===== src/rtl/mult_ctrl.sv =====
// Sequencer for a pair of CE-gated pipelined multiplier IPs (signed/unsigned).
// Latches operands, steps the chosen IP for MULT_LAT cycles and presents the product as HI/LO.
module mult_ctrl #(
    parameter int unsigned MULT_LAT = 9
) (
    input  logic        clk_i,
    input  logic        rst_i,
    input  logic        start_i,
    input  logic        signed_i,
    input  logic [31:0] op_a_i,
    input  logic [31:0] op_b_i,
    input  logic        flush_i,
    input  logic        kill_i,
    input  logic        hold_i,
    output logic        stall_o,
    output logic [31:0] mul_a_o,
    output logic [31:0] mul_b_o,
    output logic        mul_ce_s_o,
    output logic        mul_ce_u_o,
    output logic        mul_sclr_o,
    input  logic [63:0] mul_p_s_i,
    input  logic [63:0] mul_p_u_i,
    output logic [31:0] hi_o,
    output logic [31:0] lo_o,
    output logic        done_o,
    output logic        busy_o
);

    localparam int unsigned CNT_W = $clog2(MULT_LAT + 1);
    localparam logic [CNT_W-1:0] CNT_LAST = CNT_W'(MULT_LAT - 1);

    typedef enum logic [1:0] {
        S_IDLE,
        S_RUN,
        S_DONE
    } state_e;

    state_e            state_q, state_d;
    logic [CNT_W-1:0]  cnt_q, cnt_d;
    logic [31:0]       a_q, a_d;
    logic [31:0]       b_q, b_d;
    logic              sign_q, sign_d;
    logic              abort;
    logic [63:0]       prod;

    // A flush or a pending MEM exception both throw the multiply away.
    assign abort = flush_i | kill_i;

    always_comb begin
        // NOTE: every next-state signal gets its hold value first, so no path leaves one unassigned and no latch is inferred.
        state_d = state_q;
        cnt_d   = cnt_q;
        a_d     = a_q;
        b_d     = b_q;
        sign_d  = sign_q;

        unique case (state_q)
            S_IDLE: begin
                if (start_i && !abort) begin
                    a_d     = op_a_i;
                    b_d     = op_b_i;
                    sign_d  = signed_i;
                    cnt_d   = '0;
                    state_d = S_RUN;
                end
            end
            S_RUN: begin
                if (abort) begin
                    cnt_d   = '0;
                    state_d = S_IDLE;
                end else begin
                    cnt_d = cnt_q + 1'b1;
                    if (cnt_q == CNT_LAST) begin
                        state_d = S_DONE;
                    end
                end
            end
            S_DONE: begin
                if (abort || !hold_i) begin
                    cnt_d   = '0;
                    state_d = S_IDLE;
                end
            end
            default: begin
                cnt_d   = '0;
                state_d = S_IDLE;
            end
        endcase
    end

    // NOTE: state updates use non-blocking assignments so every register samples pre-edge values.
    always_ff @(posedge clk_i or negedge rst_i) begin
        if (!rst_i) begin
            state_q <= S_IDLE;
            cnt_q   <= '0;
            a_q     <= '0;
            b_q     <= '0;
            sign_q  <= 1'b0;
        end else begin
            state_q <= state_d;
            cnt_q   <= cnt_d;
            a_q     <= a_d;
            b_q     <= b_d;
            sign_q  <= sign_d;
        end
    end

    // Stall and clear are gated by reset so a start or flush held during reset has no effect.
    assign stall_o    = rst_i & ~kill_i &
                        (((state_q == S_IDLE) & start_i) | (state_q == S_RUN));
    assign mul_sclr_o = rst_i & flush_i;

    assign mul_a_o    = a_q;
    assign mul_b_o    = b_q;
    assign mul_ce_s_o = (state_q == S_RUN) &  sign_q;
    assign mul_ce_u_o = (state_q == S_RUN) & ~sign_q;
    assign busy_o     = (state_q != S_IDLE);

    assign prod   = sign_q ? mul_p_s_i : mul_p_u_i;
    assign done_o = (state_q == S_DONE) & ~abort;
    assign hi_o   = done_o ? prod[63:32] : 32'd0;
    assign lo_o   = done_o ? prod[31:0]  : 32'd0;

endmodule


===== config.mk =====
export PLATFORM = sky130hd
export DESIGN_NAME = mult_ctrl
export DESIGN_NICKNAME = d
export VERILOG_FILES = /design/src/rtl/mult_ctrl.sv
export SDC_FILE = /design/constraint.sdc
export NUM_CORES = 1
export LEC_CHECK = 0
export BUFFER_PORTS_ARGS = -buffer_cell sky130_fd_sc_hd__buf_2
export CAP_MARGIN = 0
export CORE_AREA = 2 2 131 133
export CTS_CLUSTER_SIZE = 10
export DETAILED_ROUTE_END_ITERATION = 10
export DIE_AREA = 0 0 133 135
export MAX_ROUTING_LAYER = met4
export PLACE_DENSITY = 0.51
export SETUP_SLACK_MARGIN = 0.15
export SYNTH_ARGS = -nofsm -noshare
export SYNTH_HDL_FRONTEND = slang
export SYNTH_SLANG_ARGS = --single-unit

===== constraint.sdc =====
create_clock -name clk_i -period 3.2 [get_ports clk_i]
set_input_delay 0.64 -clock clk_i [delete_from_list [all_inputs] [get_ports clk_i]]
set_output_delay 0.64 -clock clk_i [all_outputs]
set_load 0.02 [all_outputs]

## Word-level counts from Yosys, hierarchy flattened

Cells that the tools add are included.

| word-level totals | value |
|---|---|
| flip-flop bits (word level) | 71 |
| bits in latches | 0 |
| memory bits (writable) | 0 |
| bits in read-only memories | 0 |
| input bits | 199 |
| output and inout bits | 134 |
| memories kept | 0 |

| cells by class | value |
|---|---|
| add/subtract/negate cells | 1 |
| $mul | 0 |
| div/mod/pow operators | 0 |
| order comparisons | 0 |
| eq/ne operators | 6 |
| shift-type cells | 0 |
| multiplexer cells | 12 |
| bitwise operators | 12 |
| reductions and logical operators | 9 |

Operator list:

| cell | number |
|---|---|
| 32-bit 2-to-1 mux | 2 |
| 64-bit 2-to-1 mux | 1 |
| 4-bit 2-to-1 mux | 3 |
| 4-bit one-hot mux with 3 select lines | 1 |
| 2-bit 2-to-1 mux | 4 |
| 1-bit bitwise AND | 7 |
| 2-bit one-hot mux with 3 select lines | 1 |
| 4-bit by 1-bit adder with 4-bit output, second input constant | 1 |
| 4-bit == test, second input constant | 1 |
| 2-bit inequality test, second input constant | 2 |
| 2-bit AND reduction | 2 |
| 3-bit inequality test, second input constant | 1 |
| 1-bit NOT | 3 |
| 3-bit AND reduction | 1 |
| 2-bit by 1-bit == test with 1-bit output, second input constant | 1 |
| 2-bit == test, second input constant | 1 |
| 1-bit zero test | 2 |
| 2-bit zero test | 1 |
| 1-bit bitwise OR | 2 |
| 2-bit nonzero test | 1 |
| 1-bit logical AND | 1 |
| 1-bit logical OR | 1 |

## Longest topological paths before layout

Gate-level depths: netlist of run 1.

| logic depth | value |
|---|---|
| word-level depth | 5 |
| gate-level depth with buffers | 6 |
| gate-level depth less buffers | 5 |

## Worst setup path after synthesis of run 1

OpenSTA, ideal clock, no wires.

| timing path | value |
|---|---|
| kind | input to output |
| from | input port kill_i |
| to | output port hi_o[13] |
| arrival time | 1,595 ps |
| required time | 2,560 ps |
| slack | 965 ps |
| stages | 5 |
| buffers on the path | 2 |
| path through | nor2_2 nand3b_1 buf_2 buf_1 nor2_1 |

| between the ends | value |
|---|---|
| word-level cells in the longest chain between the ends | 4 |

RTL lines:

| what | line | RTL |
|---|---|---|
| start: declaration | 13 | `input logic kill_i,` |
| 1-bit bitwise OR | 47 | `assign abort = flush_i \| kill_i;` |
| 1-bit NOT | 120 | `assign done_o = (state_q == S_DONE) & ~abort;` |
| 1-bit bitwise AND | 120 |  |
| 32-bit 2-to-1 mux | 121 | `assign hi_o = done_o ? prod[63:32] : 32'd0;` |
| end: declaration | 23 | `output logic [31:0] hi_o,` |

Every way passes these cells.

## Final worst setup path of run 1

| timing path | value |
|---|---|
| from | register sign_q |
| to | output port hi_o[27] |

| between the ends | value |
|---|---|
| word-level cells in the longest chain between the ends | 2 |

RTL lines:

| what | line | RTL |
|---|---|---|
| start: declaration | 42 | `logic sign_q, sign_d;` |
| start signal: assignment | 104 | `sign_q <= sign_d;` |
| 64-bit 2-to-1 mux | 119 | `assign prod = sign_q ? mul_p_s_i : mul_p_u_i;` |
| 32-bit 2-to-1 mux | 121 |  |

Every way passes these cells.

==> impl_metrics.ini, run 1 <==
[outcome]
status = finished clean

[run]
drv_cap = 0

[route]
drcViolationCount = 0
wire_per_inst_um = 17.6
drt-pass1-iter-count = 5
drt_iter0_drc = 108
ant_nets = 0
avgViaCountPerCell = 4.25
via_count = 3703
wl_um = 15300

[power_and_ir_drop]
p_leak_nw = 3.55
p_per_area_mw_per_mm2 = 758
vdd_ir_drop_max_mv = 0.453

[logic_synthesis]
yosysSeqAreaShare_pct = 44.7
ys_types = 29
synth_top_area_cell = dfrtp_1
synth.avg_cell_area_um2 = 12.4
syn_inst = 320
synth_edf_count = 0
synthesis.area_mm2 = 0.00398
syn-num-nets = 521
synth_ff_type = dfrtp_1
synth_top_area_share_pct = 44.7
ys_warn_count = 0
synthTopCellsByArea = dfrtp_1, mux2_4, mux2i_1
synthArstFlopShare_pct = 100
synth-seq-cells = 71

[worst_setup_path]
critPathLaunchType = flip-flop
path_class = reg2out
critPathTopFamily = flip-flops
end_kind = output port
critPathMaxStageDelay_ns = 0.86
cp_max_fo = 41
path_cells = buf_4 -> mux2i_1 -> nor2_1 -> buf_2
crit_buf_inv = 2
crit_required_ns = 2.56
worst_path_max_delay_cell = dfrtp_4
cp_data_arrival_time_ns = 2.10

[sta]
fin_skew_ns = 0.00488
fin_setup_tns_ns = 0
finalHoldViolCount = 0
post-route-period-util_pct = 85.7
finalSetupViolations = 0
finalMaxSlewViolations = 0
rsz0062_at_grt = false
fmax_ghz = 0.365
min_period_ns = 2.74
relSlewSlack_pct = 39.7
worst_pin_slew_ns = 0.905
hold_ws_ns = 0.489

[cts]
cts.path.max_buffers = 2
cts-hold-fix-buffers = 0
clock_latency_ns = 0.32
cts_root_buf = clkbuf_16
htree_levels = 3
cts_tree = yes
cts_setup_buffers = 0
cts_buffers = 9
clock-sinks = 71
post_cts_resized = 0
clk_pin_slew_ns = 0.06

[global_route]
grt_first_pass_wirelength_um = 22300
grt_usage_pct = 17.0
overflow = 0
first_global_vias = 3868
grt_max_degree = 72
grt_antenna_before_repair = 2

[placed_design]
hpwl_um = 12700
portBuffers = 332
gp_congestion = 1.02

[floorplanning]
io_pins = 333
die-width_um = 133
core-area_mm2 = 0.0164
die-height_um = 135
num_rows = 47
initial_core_util_pct = 24.2
dieArea_mm2 = 0.0180

[finish]
drive_gt1_share_pct = 63.8
syn_to_final_growth_pct = 54.1
nets = 847
postLayoutCoreUtil_pct = 37.4

[min_path]
hold_class = reg2reg
-- state kept, by name, indices dropped and copies added (netlist names) --
| register | count |
|---|---|
| cnt_q | 4 |
| mul_a_o | 32 |
| mul_b_o | 32 |
| sign_q | 1 |
| state_q | 2 |
-- layout make-up --
type / instances / area, um^2
clock inverter: 4 / 47.5
clock buffer: 11 / 233
timing repair buffer: 338 / 1720
sequential: 71 / 1780
multi-input combinational: 220 / 2050
antenna: 1 / 2.50
inverter: 6 / 22.5
tap: 220 / 275
fill: 1688 / 10300
-- power by group --
group          switching, W  internal (W)  total, W
Sequential         0.000323       0.00128   0.00160
Combinational       0.00105       0.00104   0.00209
Clock              0.000356      0.000596  0.000953
-- worst reg2reg max path: stages, from the launching register on --
cell and delay, ns:
dfrtp_1 0.51, nor2_2 0.23, nand3_4 0.42, buf_12 0.38, mux2_1 0.36
-- final timing paths --
path | start | to | slack, ns | depth (start not counted)
setup / recovery | sign_q | hi_o[27] | 0.46 | 4
hold / removal | mul_a_o[0] | mul_a_o[0] | 0.49 | 1
setup reg to reg | state_q[1] | mul_b_o[29] | 1.18 | 4
hold reg to reg | mul_a_o[0] | mul_a_o[0] | 0.49 | 1
max in group asynchronous | rst_i | sign_q | 1.92 | 2
min in group asynchronous | rst_i | mul_b_o[4] | 0.56 | 2
-- metrics by stage --
stage / instance area (um^2) / cells / power [W] / setup WS (ns)
floorplan: 3980 / 320 / 0.00297 / 0.965
global placement: 5850 / 855 / 0.00370 / 0.680
detailed placement: 5850 / 855 / 0.00373 / 0.630
CTS: 6130 / 870 / 0.00472 / 0.431
global route: 6130 / 871 / 0.00492 / 0.362
finish: 6130 / 871 / 0.00465 / 0.459
-- cell families after synthesis --
family                     count (synthesis)  share of synthesized area [%]
adders and majority gates                  2                          0.629
AOI/OAI and AO/OA                          7                           1.86
muxes                                    130                           39.5
xor gates and xnor gates                   1                          0.220
DFF                                       71                           44.7
buffers and inverters                     29                           4.18
and+or+nand+nor                           80                           8.93
-- layer usage --
layer  track usage, %  wire length [um]  vias to the layer above
met3             4.50              1300                       13
li1                 -                 -                     1749
met1             18.0              5650                     1742
met5                -                 0                        -
met2             31.0              8090                      199
met4             5.14               250                        0
-- cell usage after synthesis, drive strengths merged (2+ instances only) --
master	number
a22o	2
buf	21
clkbuf	2
dfrtp	71
ha	2
inv	6
mux2	66
mux2i	64
nand3	2
nand3b	2
nor2	68
nor2b	2
nor4b	2
-- layout by cell type, fill, tap and decap left out, types with 2 or more instances in the layout --
cell       synthesis  layout
clkbuf_1           2       2
nor2_2             2       2
inv_1              6       6
mux2_4            50      50
buf_4              0       6
mux2i_1           64      64
ha_1               2       2
nand3b_1           2       2
clkbuf_16          0       9
a22o_1             2       2
dfrtp_1           71      70
mux2_1             9       9
buf_2             10     331
mux2_2             7       7
nor2_1            66      66
clkinv_2           0       2
nor2b_1            2       2
(Power assumes the default switching activity.)
==> inputs of run 2 (changes only) <==
--- a/config.mk
+++ b/config.mk
@@ -6,12 +6,10 @@
 export NUM_CORES = 1
 export LEC_CHECK = 0
 export BUFFER_PORTS_ARGS = -buffer_cell sky130_fd_sc_hd__buf_2
-export CAP_MARGIN = 0
 export CORE_AREA = 2 2 131 133
 export CTS_CLUSTER_SIZE = 10
 export DETAILED_ROUTE_END_ITERATION = 10
 export DIE_AREA = 0 0 133 135
-export MAX_ROUTING_LAYER = met4
 export PLACE_DENSITY = 0.51
 export SETUP_SLACK_MARGIN = 0.15
 export SYNTH_ARGS = -nofsm -noshare
==> run 2 against run 1 <==
Compared with the run above:
- combinational power barely moved
- final area fell by 0.43%
- first-iteration DRC count fell by 34%
- critical path depth did not move
- critical endpoint is now lo_o[3]
==> impl_metrics.ini, run 2 (same netlist as run 1, synthesis figures left out) <==
[cts]
cts-hold-fix-buffers = 0
cts_tree = yes
cts_root_buf = clkbuf_16
cts_buffers = 9
cts_setup_buffers = 0
post_cts_resized = 0
htree_levels = 3
cts.path.max_buffers = 2
clock_latency_ns = 0.33
clk_pin_slew_ns = 0.05
clock-sinks = 71

[sta]
worst_pin_slew_ns = 0.924
fin_skew_ns = 0.00474
finalSetupViolations = 0
finalHoldViolCount = 0
setup_ws_ns = 0.448
finalMaxSlewViolations = 0
fmax_ghz = 0.363
rsz0062_at_grt = false
relSlewSlack_pct = 38.4
min_period_ns = 2.75
post-route-period-util_pct = 86.0
fin_setup_tns_ns = 0

[global_route]
grt_usage_pct = 16.4
busiest_layer = met2
grt_first_pass_wirelength_um = 22500
use_met1_pct = 17.2
overflow = 0
met3_usage_pct = 5.89
grt_antenna_before_repair = 3
first_global_vias = 3979
grt_util_met2_pct = 30.5
grt_max_degree = 72

[outcome]
status = finished clean

[floorplanning]
die-width_um = 133
num_rows = 47
initial_core_util_pct = 24.2
dieArea_mm2 = 0.0180
core-area_mm2 = 0.0164
die-height_um = 135
io_pins = 333

[route]
drt-pass1-iter-count = 4
drt_iter0_drc = 71
wire_per_inst_um = 17.3
wl_um = 15100
via_count = 3720
ant_nets = 0
drcViolationCount = 0
avgViaCountPerCell = 4.28

[placed_design]
hpwl_um = 12500
portBuffers = 332
place_ws_ns = 0.652
gp_congestion = 1.02

[min_path]
min_from = mul_a_o[5]
hold_depth = 1
min_to = mul_a_o[5]
hold_class = reg2reg

[worst_setup_path]
end_kind = output port
path_class = reg2out
cp_data_arrival_time_ns = 2.11
crit_required_ns = 2.56
critPathTopFamily = flip-flops
regToRegEndpoint = mul_b_o[29]
critPathLaunchType = flip-flop
timing.rr.start = state_q[1]
reg2reg_depth = 4
cp_max_fo = 45
path_cells = buf_4 -> mux2i_1 -> nor2_1 -> buf_2
critPathMaxStageDelay_ns = 0.89
reg2reg_slack_ns = 1.11
crit_buf_inv = 2
worst_path_max_delay_cell = dfrtp_4

[run]
drv_cap = 0

[power_and_ir_drop]
vdd_ir_drop_max_mv = 0.452
p_leak_nw = 3.53
p_per_area_mw_per_mm2 = 748

[finish]
final_cell_mix = buf_2, dfrtp_1, nor2_1, mux2i_1, mux2_4
layout_commonest_cell = buf_2
nFillCells = 1672
syn_to_final_growth_pct = 53.4
drive_gt1_share_pct = 63.9
nets = 847
[run 2: per-stage QoR]
| stage | util, % | total power [W] | instance area, um^2 | instances | hold slack [ns] |
|---|---|---|---|---|---|
| after floorplan | - | 0.00297 | 3980 | 320 | 0.344 |
| after global placement | 35.6 | 0.00370 | 5850 | 855 | 0.472 |
| after detailed placement | 35.6 | 0.00373 | 5850 | 855 | 0.478 |
| after CTS | 37.2 | 0.00464 | 6100 | 869 | 0.490 |
| after global routing | 37.2 | 0.00484 | 6100 | 870 | 0.511 |
| final | 37.2 | 0.00456 | 6100 | 870 | 0.485 |
[run 2: metal layers]
layer  routed length (um)  up-vias
li1                     -     1754
met1                 5430     1741
met2                 8010      205
met3                 1430       18
met4                  193        2
met5                   13        -
[run 2: power breakdown]
part | switching [W] | internal [W] | total, W
Sequential | 0.000332 | 0.00128 | 0.00161
Clock | 0.000352 | 0.000512 | 0.000864
Combinational | 0.00104 | 0.00104 | 0.00209
[run 2: worst max-delay path by stage]
stage                     cells past startpoint        to   start  slack (ns)
after floorplan                               5  hi_o[13]  kill_i        0.96
after global placement                        6  hi_o[10]  kill_i        0.68
after detailed placement                      6   hi_o[9]  kill_i        0.65
after CTS                                     4   lo_o[3]  sign_q        0.43
after global routing                          4   lo_o[7]  sign_q        0.35
final                                         4   lo_o[3]  sign_q        0.45
[run 2: cell type report]
type / count / area, um^2 / share of cell area, %
multi-input cells: 220 / 2050 / 33.5
flip-flops and latches: 71 / 1780 / 29.2
repair buffers: 338 / 1720 / 28.2
well taps: 220 / 275 / 4.51
clock buffers: 10 / 229 / 3.75
clock inverters: 4 / 25.0 / 0.410
inverters: 6 / 22.5 / 0.369
diodes: 1 / 2.50 / 0.0410
[run 2: worst register-to-register path: cells and delay by family, from the launching register on]
family | cells | cell delay [ns]
AND/OR/NAND/NOR | 2 | 0.70
multiplexers | 1 | 0.37
buffers and inverters | 1 | 0.40
flip-flops | 1 | 0.51
==> inputs of run 3 (changes only) <==
--- a/config.mk
+++ b/config.mk
@@ -6,11 +6,14 @@
 export NUM_CORES = 1
 export LEC_CHECK = 0
 export BUFFER_PORTS_ARGS = -buffer_cell sky130_fd_sc_hd__buf_2
-export CORE_AREA = 2 2 131 133
+export CELL_PAD_IN_SITES_DETAIL_PLACEMENT = 0
+export CELL_PAD_IN_SITES_GLOBAL_PLACEMENT = 1
+export CORE_AREA = 5 5 125 127
+export CTS_BUF_LIST = sky130_fd_sc_hd__clkbuf_4 sky130_fd_sc_hd__clkbuf_8
 export CTS_CLUSTER_SIZE = 10
 export DETAILED_ROUTE_END_ITERATION = 10
-export DIE_AREA = 0 0 133 135
-export PLACE_DENSITY = 0.51
+export DIE_AREA = 0 0 130 132
+export PLACE_DENSITY = 0.78
 export SETUP_SLACK_MARGIN = 0.15
 export SYNTH_ARGS = -nofsm -noshare
 export SYNTH_HDL_FRONTEND = slang
==> run 3 against run 2 <==
Compared with the run above:
- worst setup slack better by 0.15 ns
- via count up 0.32%
- clock power decreased by 15%
- final cell count shrank 3.4%
- fmax up 5.9%
- clock skew is essentially flat
- sequential power about the same
- combinational power hardly changed
- final area decreased by 1.3%
- critical path type unchanged
- highest routed layer is now met4
- non-clock buffer count rose by 1
- core utilization is 4.9 points higher
- register-to-register slack better by 0.13 ns
==> impl_metrics.ini, run 3 (same netlist as run 1, synthesis figures left out) <==
[outcome]
status = finished clean

[finish]
multi_input_area_mm2 = 0.00205
stdcell_count = 840
drive_gt1_share_pct = 64.2
final_cell_mix = buf_2, dfrtp_1, nor2_1, mux2i_1, mux2_4
nFillCells = 1387
seq_area_mm2 = 0.00178
syn_to_final_growth_pct = 51.5
layout_commonest_cell = buf_2
nets = 848

[cts]
cts_tree = yes
clk_pin_slew_ns = 0.07
cts_buffers = 9
clock_latency_ns = 0.34
cts_root_buf = clkbuf_8
cts-hold-fix-buffers = 0
htree_levels = 3
cts.path.max_buffers = 2
cts_setup_buffers = 0
post_cts_resized = 0
clock-sinks = 71

[sta]
relSlewSlack_pct = 41.1
fin_skew_ns = 0.00524
finalHoldViolCount = 0
rsz0062_at_grt = false
min_period_ns = 2.60
fmax_ghz = 0.385
finalSetupViolations = 0
worst_pin_slew_ns = 0.884
post-route-period-util_pct = 81.2
finalMaxSlewViolations = 0
fin_setup_tns_ns = 0

[route]
wl_um = 14400
drcViolationCount = 0
ant_nets = 0
avgViaCountPerCell = 4.44
drt_iter0_drc = 76
wire_per_inst_um = 17.2
drt-pass1-iter-count = 4
via_count = 3732

[floorplanning]
die-width_um = 130
dieArea_mm2 = 0.0172
num_rows = 44
io_pins = 333
core-area_mm2 = 0.0143
die-height_um = 132
initial_core_util_pct = 27.8

[power_and_ir_drop]
vdd_ir_drop_max_mv = 0.487
combPwrFrac_pct = 47.4
power_frac_clock_pct = 16.6
p_switching_w = 0.00171
switching_share_pct = 38.6
p_leak_nw = 3.52
p_per_area_mw_per_mm2 = 736
seq_power_share_pct = 36.0
p_int_w = 0.00272

[worst_setup_path]
crit_required_ns = 2.56
cp_data_arrival_time_ns = 1.96
critPathLaunchType = flip-flop
reg2reg_depth = 4
path_class = reg2out
path_cells = buf_4 -> mux2i_1 -> nor2_1 -> buf_2
worst_path_max_delay_cell = dfrtp_4
regToRegEndpoint = mul_a_o[5]
cp_max_fo = 31
reg2reg_slack_ns = 1.24
end_kind = output port
timing.rr.start = state_q[1]
critPathMaxStageDelay_ns = 0.75

[global_route]
grt_first_pass_wirelength_um = 21600
grt_usage_pct = 16.0
first_global_vias = 4014
grt_max_degree = 72
grt_antenna_before_repair = 5
overflow = 0

[min_path]
min_to = mul_a_o[1]
hold_depth = 1
hold_class = reg2reg
min_from = mul_a_o[1]

[placed_design]
gp_congestion = 0.967
hpwl_um = 12100
dp.cells = 820
portBuffers = 332

[run]
drv_cap = 0
-- run 3: worst max-delay path by stage --
stage | cells past startpoint | startpoint | slack [ns] | end
after global placement | 6 | kill_i | 0.65 | hi_o[22]
final | 4 | sign_q | 0.60 | hi_o[11]
after floorplan | 5 | kill_i | 0.96 | hi_o[13]
after CTS | 4 | sign_q | 0.60 | hi_o[11]
after detailed placement | 6 | kill_i | 0.66 | hi_o[19]
after global routing | 4 | state_q[1] | 0.51 | hi_o[19]
-- run 3: power groups by stage --
stage	registers [W]	clock network [W]	logic, W
after floorplan	0.00194	0	0.00104
final	0.00159	0.000737	0.00210
after global routing	0.00165	0.000803	0.00224
after global placement	0.00158	0	0.00211
after detailed placement	0.00159	0	0.00213
after CTS	0.00160	0.000769	0.00213
-- run 3: final cells by class --
class / instances / share of cell area [%]
sequential: 71 / 29.6
antenna: 5 / 0.208
multi-input combinational: 220 / 34.0
clock inverter: 4 / 0.893
inverter: 6 / 0.374
clock buffer: 11 / 2.51
tap: 184 / 3.82
timing repair buffer: 339 / 28.7
-- run 3: worst max-delay path: cells and delay by family (launching register included) --
family,cells,cell delay (ns)
mux,1,0.27
buf+inv,2,0.50
simple gates,1,0.07
flops,1,0.75
-- run 3: routing by layer --
metal | GRT usage (%) | routed length (um) | vias to the layer above
met5 | 0 | 0 | -
met4 | 6.76 | 341 | 0
met3 | 5.59 | 1590 | 21
met2 | 27.4 | 7090 | 218
met1 | 18.0 | 5400 | 1733
li1 | - | - | 1760
-- run 3: through the flow --
stage	cell area (um^2)	total power (W)	hold slack, ns	util (%)	setup slack, ns
after floorplan	3980	0.00297	0.344	-	0.965
after CTS	6010	0.00450	0.480	42.0	0.597
after detailed placement	5810	0.00373	0.479	40.6	0.663
final	6020	0.00443	0.499	42.1	0.602
after global placement	5810	0.00369	0.470	40.6	0.649
after global routing	6020	0.00469	0.491	42.1	0.506
